`config.mk`:
```
export PLATFORM = sky130hd
export DESIGN_NAME = stream_mux_rr_flat
export DESIGN_NICKNAME = d
export VERILOG_FILES = /design/src/rtl/stream_mux_rr_if.sv /design/src/rtl/stream_mux_rr.sv /design/src/flat_wrapper.sv
export SDC_FILE = /design/constraint.sdc
export NUM_CORES = 1
export LEC_CHECK = 0
export CAP_MARGIN = 40
export CELL_PAD_IN_SITES_DETAIL_PLACEMENT = 1
export CELL_PAD_IN_SITES_GLOBAL_PLACEMENT = 2
export CORE_MARGIN = 4
export CORE_UTILIZATION = 20
export CTS_CLUSTER_SIZE = 12
export DETAILED_ROUTE_END_ITERATION = 6
export PLACE_DENSITY_LB_ADDON = 0.08
export SKIP_CTS_REPAIR_TIMING = 1
export SLEW_MARGIN = 20
export SYNTH_ARGS = -nofsm -noshare
export SYNTH_HDL_FRONTEND = slang
export SYNTH_SLANG_ARGS = --single-unit
```
`constraint.sdc`:
```
create_clock -name clk -period 6.2 [get_ports clk]
set_clock_uncertainty 0.05 [all_clocks]
set_input_delay 1.55 -clock clk [delete_from_list [all_inputs] [get_ports clk]]
set_output_delay 1.55 -clock clk [all_outputs]
set_load 0.03 [all_outputs]
```
`src/rtl/stream_mux_rr_if.sv`:
```
// Handshake bundle between N producers, the stream mux and one consumer.
// master = environment side, slave = mux side.
interface stream_mux_rr_if #(
  parameter int WIDTH = 32,
  parameter int NCH   = 4,
  parameter int SEL_W = 2
);
  logic [NCH*WIDTH-1:0] in_data;
  logic [NCH-1:0]       in_valid;
  logic [NCH-1:0]       in_last;
  logic [NCH-1:0]       in_ready;
  logic                 mode;
  logic [SEL_W-1:0]     sel;
  logic [WIDTH-1:0]     out_data;
  logic                 out_last;
  logic [SEL_W-1:0]     out_ch;
  logic                 out_valid;
  logic                 out_ready;
  logic                 locked;

  modport master (
    output in_data, in_valid, in_last,
    output mode, sel, out_ready,
    input  in_ready, out_data, out_last,
    input  out_ch, out_valid, locked
  );

  modport slave (
    input  in_data, in_valid, in_last,
    input  mode, sel, out_ready,
    output in_ready, out_data, out_last,
    output out_ch, out_valid, locked
  );
endinterface

```
`src/rtl/stream_mux_rr.sv`:
```
// N-channel stream mux: fixed or round-robin select, packet lock,
// single registered output slot.
module stream_mux_rr #(
  parameter int WIDTH = 32,
  parameter int NCH   = 4,
  parameter int SEL_W = 2
) (
  input  logic            clk,
  input  logic            rst_n,
  stream_mux_rr_if.slave  bus
);

  typedef enum logic {
    IDLE,
    LOCK
  } state_t;

  state_t           state_q;
  state_t           state_d;
  logic [SEL_W-1:0] lock_ch_q;
  logic [SEL_W-1:0] lock_ch_d;
  logic [SEL_W-1:0] rr_ptr_q;

  logic [WIDTH-1:0] data_q;
  logic             last_q;
  logic [SEL_W-1:0] ch_q;
  logic             valid_q;

  logic             load_en;
  logic [SEL_W-1:0] g;
  logic             grant_valid;
  logic [SEL_W-1:0] rr_g;
  logic             rr_hit;
  logic             fix_hit;
  logic             lock_hit;
  logic [NCH-1:0]   ready;
  logic             xfer;
  logic [WIDTH-1:0] xfer_data;
  logic             xfer_last;

  assign load_en = !valid_q || bus.out_ready;

  // Upper group (above rr_ptr) overrides lower group: wrap search order
  always_comb begin : rr_search
    rr_g   = '0;
    rr_hit = 1'b0;
    for (int i = NCH - 1; i >= 0; i--) begin
      if (bus.in_valid[i] && SEL_W'(i) <= rr_ptr_q) begin
        rr_g   = SEL_W'(i);
        rr_hit = 1'b1;
      end
    end
    for (int i = NCH - 1; i >= 0; i--) begin
      if (bus.in_valid[i] && SEL_W'(i) > rr_ptr_q) begin
        rr_g   = SEL_W'(i);
        rr_hit = 1'b1;
      end
    end
  end

  always_comb begin : ch_hits
    fix_hit  = 1'b0;
    lock_hit = 1'b0;
    for (int i = 0; i < NCH; i++) begin
      if (SEL_W'(i) == bus.sel)
        fix_hit = bus.in_valid[i];
      if (SEL_W'(i) == lock_ch_q)
        lock_hit = bus.in_valid[i];
    end
  end

  always_comb begin : grant
    g           = '0;
    grant_valid = 1'b0;
    unique case (1'b1)
      (state_q == LOCK): begin
        g           = lock_ch_q;
        grant_valid = lock_hit;
      end
      (state_q == IDLE && bus.mode): begin
        g           = rr_g;
        grant_valid = rr_hit;
      end
      (state_q == IDLE && !bus.mode): begin
        g           = bus.sel;
        grant_valid = fix_hit;
      end
    endcase
  end

  always_comb begin : steer
    ready     = '0;
    xfer_data = '0;
    xfer_last = 1'b0;
    for (int i = 0; i < NCH; i++) begin
      if (SEL_W'(i) == g) begin
        xfer_data = bus.in_data[i*WIDTH +: WIDTH];
        xfer_last = bus.in_last[i];
        ready[i]  = rst_n && load_en && grant_valid;
      end
    end
  end

  assign bus.in_ready = ready;
  assign xfer         = |(ready & bus.in_valid);

  always_ff @(posedge clk or negedge rst_n) begin
    if (!rst_n) begin
      state_q   <= IDLE;
      lock_ch_q <= '0;
    end else begin
      state_q   <= state_d;
      lock_ch_q <= lock_ch_d;
    end
  end

  always_comb begin : lock_fsm
    state_d   = state_q;
    lock_ch_d = lock_ch_q;
    unique case (state_q)
      IDLE: begin
        if (xfer && !xfer_last) begin
          state_d   = LOCK;
          lock_ch_d = g;
        end
      end
      LOCK: begin
        if (xfer && xfer_last)
          state_d = IDLE;
      end
    endcase
  end

  always_ff @(posedge clk or negedge rst_n) begin
    if (!rst_n)
      rr_ptr_q <= SEL_W'(NCH - 1);
    else if (xfer && bus.mode)
      rr_ptr_q <= g;
  end

  always_ff @(posedge clk or negedge rst_n) begin
    if (!rst_n) begin
      valid_q <= 1'b0;
      data_q  <= '0;
      last_q  <= 1'b0;
      ch_q    <= '0;
    end else if (load_en) begin
      valid_q <= xfer;
      if (xfer) begin
        data_q <= xfer_data;
        last_q <= xfer_last;
        ch_q   <= g;
      end
    end
  end

  assign bus.out_data  = data_q;
  assign bus.out_last  = last_q;
  assign bus.out_ch    = ch_q;
  assign bus.out_valid = valid_q;
  assign bus.locked    = (state_q == LOCK);

endmodule

```
`src/flat_wrapper.sv`:
```
// flat-port wrapper written by rule: the top's interface ports become plain ports
module stream_mux_rr_flat 
#(
  parameter int WIDTH = 32,
  parameter int NCH   = 4,
  parameter int SEL_W = 2
)
  (clk, rst_n, bus_in_data, bus_in_valid, bus_in_last, bus_mode, bus_sel, bus_out_ready, bus_in_ready, bus_out_data, bus_out_last, bus_out_ch, bus_out_valid, bus_locked);
  stream_mux_rr_if #(.WIDTH(WIDTH), .NCH(NCH), .SEL_W(SEL_W)) bus_i ();
  input  logic clk;
  input  logic rst_n;
  input wire logic [$bits(bus_i.in_data)-1:0] bus_in_data;
  input wire logic [$bits(bus_i.in_valid)-1:0] bus_in_valid;
  input wire logic [$bits(bus_i.in_last)-1:0] bus_in_last;
  input wire logic [$bits(bus_i.mode)-1:0] bus_mode;
  input wire logic [$bits(bus_i.sel)-1:0] bus_sel;
  input wire logic [$bits(bus_i.out_ready)-1:0] bus_out_ready;
  output wire logic [$bits(bus_i.in_ready)-1:0] bus_in_ready;
  output wire logic [$bits(bus_i.out_data)-1:0] bus_out_data;
  output wire logic [$bits(bus_i.out_last)-1:0] bus_out_last;
  output wire logic [$bits(bus_i.out_ch)-1:0] bus_out_ch;
  output wire logic [$bits(bus_i.out_valid)-1:0] bus_out_valid;
  output wire logic [$bits(bus_i.locked)-1:0] bus_locked;
  assign bus_i.in_data = bus_in_data;
  assign bus_i.in_valid = bus_in_valid;
  assign bus_i.in_last = bus_in_last;
  assign bus_i.mode = bus_mode;
  assign bus_i.sel = bus_sel;
  assign bus_i.out_ready = bus_out_ready;
  assign bus_in_ready = bus_i.in_ready;
  assign bus_out_data = bus_i.out_data;
  assign bus_out_last = bus_i.out_last;
  assign bus_out_ch = bus_i.out_ch;
  assign bus_out_valid = bus_i.out_valid;
  assign bus_locked = bus_i.locked;
  stream_mux_rr #(.WIDTH(WIDTH), .NCH(NCH), .SEL_W(SEL_W)) u_core (.clk(clk), .rst_n(rst_n), .bus(bus_i));
endmodule
```
==> reports/metrics.cfg, run 1 <==
[status]
status = finished, final reports clean

[routing]
drt_iter0_markers = 88
via_per_inst = 4.65
wl_per_cell_um = 16.9
ant_nets = 0
wl_um = 11900
firstDrtPassIters = 4
vias = 3284
remaining_drc_errors = 0

[power_and_ir_drop]
ir_drop_mv = 0.293
p_comb_frac = 0.682
power_frac_clock = 0.110
p_per_area_nw_per_um2 = 480
p_seq_frac = 0.208
intPower_mw = 1.21
power_leakage_nw = 1.93
swShare = 0.485
netSwitchingPower_mw = 1.14

[clocking]
cts_made_buffers = 5
cts_max_path_buffers = 2
clk_pin_slew_ns = 0.06
cts_max_level = 2
clockRootBuffer = clkbuf_16
clock-sinks = 41
clock_latency_ns = 0.29
cts_tree = yes

[layout]
fin_cells = 706
area_growth_syn_to_layout_pct = 75.1
drive_gt1_frac = 0.0623
fill_cells = 1619
nNetsFinal = 671
antenna_cells = 0

[critical_path]
slowest_stage = clkdlybuf4s50_1
r2r_end = u_core.lock_ch_q[0]
critPathCaptureType = output pin
path_class = in -> out
r2r-start = u_core.bus.locked
timing.critical_path.to = bus_in_ready[0]
worstSetupStartpoint = bus_in_valid[2]
reg2regPathDepth = 7
cp_top_family = buffers and inverters
critPathBufInv = 2
critical_path.most_common_cell = clkdlybuf4s50_1
path_depth = 6
required_ns = 4.60
r2r_slack_ns = 3.36
startpoint_type = primary input
critPathMaxStageDelay_ns = 0.71
path_max_fanout = 6
path_cells = clkdlybuf4s50_1 -> nor2b_1 -> a2111oi_2 -> or4_2 -> nor3_1 -> clkdlybuf4s50_1
arrival_ns = 4.22

[yosys]
synth_top_cell_area_share = 0.349
synth_nets = 505
async_flop_share = 1.00
yosysSeqAreaShare = 0.367
synthFlopType = dfrtp_1
synthesis.area_um2 = 2800
synth_most_common_cell = nand2_1
synth_seq_cells = 41
synth_area_leaders = dfrtp_1, nand2_1, a32o_1
synth_edf_count = 0
ys_warn_count = 0
postSynthCellCount = 363
synth.largest_area_cell = dfrtp_1
yosys-top-cells-count = nand2_1, dfrtp_1, a21oi_1
ys_types = 39
avgSynthCellArea_um2 = 7.71

[grt]
antenna_found_initial = 0
first_global_vias = 3596
grt_pass1_wl_um = 19400
grt.overflow.total = 0
track_usage = 0.151
grt_max_degree = 68

[worst_hold_path]
min_path_type = reg -> reg

[placement]
portBuffers = 182
place_congestion = 0.790
dp_cells = 698
place_hpwl_um = 9090

[floorplanning]
ios = 183
start_util = 0.208
dieArea_um2 = 16000
core_um2 = 13500
die_y_um = 126
rows = 42
die_width_um = 126

[sta]
rsz0062_at_grt = false
finalSetupViolCount = 0
slew_violations = 0
clock.fmax_mhz = 172
hold_viol_final = 0
tightest_slew_ns = 0.733
layout_min_cycle_time_ns = 5.82
relSlewSlack = 0.511
finalCritPeriodShare = 0.938
fin_setup_tns_ns = 0

[run]
maxCapViolations = 0

## worst min-delay path by stage
stage	start	end	slack, ns	cells after the start
after floorplan	u_core.lock_ch_q[1]	u_core.lock_ch_q[1]	0.44	1
after global placement	u_core.bus.out_last	u_core.bus.out_last	0.41	1
after detailed placement	u_core.bus.out_last	u_core.bus.out_last	0.42	1
after CTS	u_core.bus.out_last	u_core.bus.out_last	0.44	1
after global routing	u_core.bus.out_data[8]	u_core.bus.out_data[8]	0.46	2
final	u_core.bus.out_data[31]	u_core.bus.out_data[31]	0.43	2
## cells by family after synthesis
group	count (synthesis)	share of synthesized area
AOI/OAI and AO/OA	121	0.309
buffers and inverters	33	0.0541
DFF	41	0.367
muxes	6	0.0273
and+or+nand+nor	162	0.243
## power groups by stage
stage | clock [mW] | combinational [mW] | sequential [mW]
floorplan | 0 | 0.843 | 0.711
global placement | 0 | 1.62 | 0.489
detailed placement | 0 | 1.63 | 0.497
CTS | 0.269 | 1.64 | 0.493
global route | 0.284 | 1.78 | 0.511
finish | 0.258 | 1.60 | 0.489
## layout by cell type (no fill, tap or decap), types with 3 or more instances in the layout
master	netlist	routed
o21ai_0	7	7
a21oi_1	36	36
inv_1	3	3
clkdlybuf4s50_1	0	181
nand2b_1	4	4
nor2_1	3	3
dfrtp_1	39	39
nor3_1	4	4
nor2b_1	3	3
buf_4	3	7
nand2_1	138	138
a32o_1	32	32
clkbuf_16	0	5
o21ai_1	33	33
## routing by layer
layer,vias to the layer above,wire length [um],GRT usage,share of wire
li1,1621,-,-,-
met1,1541,5060,0.182,0.42
met2,113,5820,0.256,0.49
met3,9,924,0.0593,0.077
met4,0,147,0.0334,0.012
met5,-,0,0,0
## metrics by stage
stage,hold slack [ns],util,total power [mW],setup slack (ns),area [um^2]
4_1_cts,0.440,0.364,2.40,0.398,4900
2_1_floorplan,0.444,-,1.55,1.11,2800
3_5_place_dp,0.419,0.354,2.13,0.425,4760
5_1_grt,0.461,0.364,2.57,0.328,4900
6_report,0.434,0.364,2.35,0.384,4900
3_3_place_gp,0.413,0.354,2.11,0.442,4760
## sequential cells by signal, summed over array words and instances (netlist names)
| signal | count |
|---|---|
| u_core.bus.out_ch | 2 |
| u_core.bus.out_data | 32 |
| u_core.bus.out_valid | 1 |
| u_core.lock_ch_q | 2 |
| u_core.rr_ptr_q | 2 |
| u_core.bus.locked | 1 |
| u_core.bus.out_last | 1 |
## worst register-to-register path: cells and delay by family (launching register included)
kind	cells	cell delay, ns
AND/OR/NAND/NOR	2	0.41
buffers and inverters	1	0.34
AO/OA/AOI/OAI	3	1.13
flip-flops	1	0.48
multiplexers	1	0.32
## cell type report
type	count	area (um^2)	area share
Multi-Input combinational cell	289	1630	0.333
Clock inverter	2	10.0	0.00204
Timing Repair Buffer	189	1870	0.381
Clock buffer	6	129	0.0263
Tap cell	176	220	0.0449
Inverter	3	11.3	0.00230
Sequential cell	41	1030	0.210
Power figures use the tool's default switching activity.
==> run 2, diff against run 1 <==
--- a/config.mk
+++ b/config.mk
@@ -12,6 +12,7 @@
 export CORE_UTILIZATION = 20
 export CTS_CLUSTER_SIZE = 12
 export DETAILED_ROUTE_END_ITERATION = 6
+export HOLD_SLACK_MARGIN = 0.12
 export PLACE_DENSITY_LB_ADDON = 0.08
 export SKIP_CTS_REPAIR_TIMING = 1
 export SLEW_MARGIN = 20
==> results of run 2 <==
No change in the layout: final DEF, timing and power equal those of run 1.
==> run 3, diff against run 2 <==
--- a/config.mk
+++ b/config.mk
@@ -19,3 +19,4 @@
 export SYNTH_ARGS = -nofsm -noshare
 export SYNTH_HDL_FRONTEND = slang
 export SYNTH_SLANG_ARGS = --single-unit
+export TNS_END_PERCENT = 10
==> results of run 3 <==
No change in the layout: final DEF, timing and power equal those of run 1.
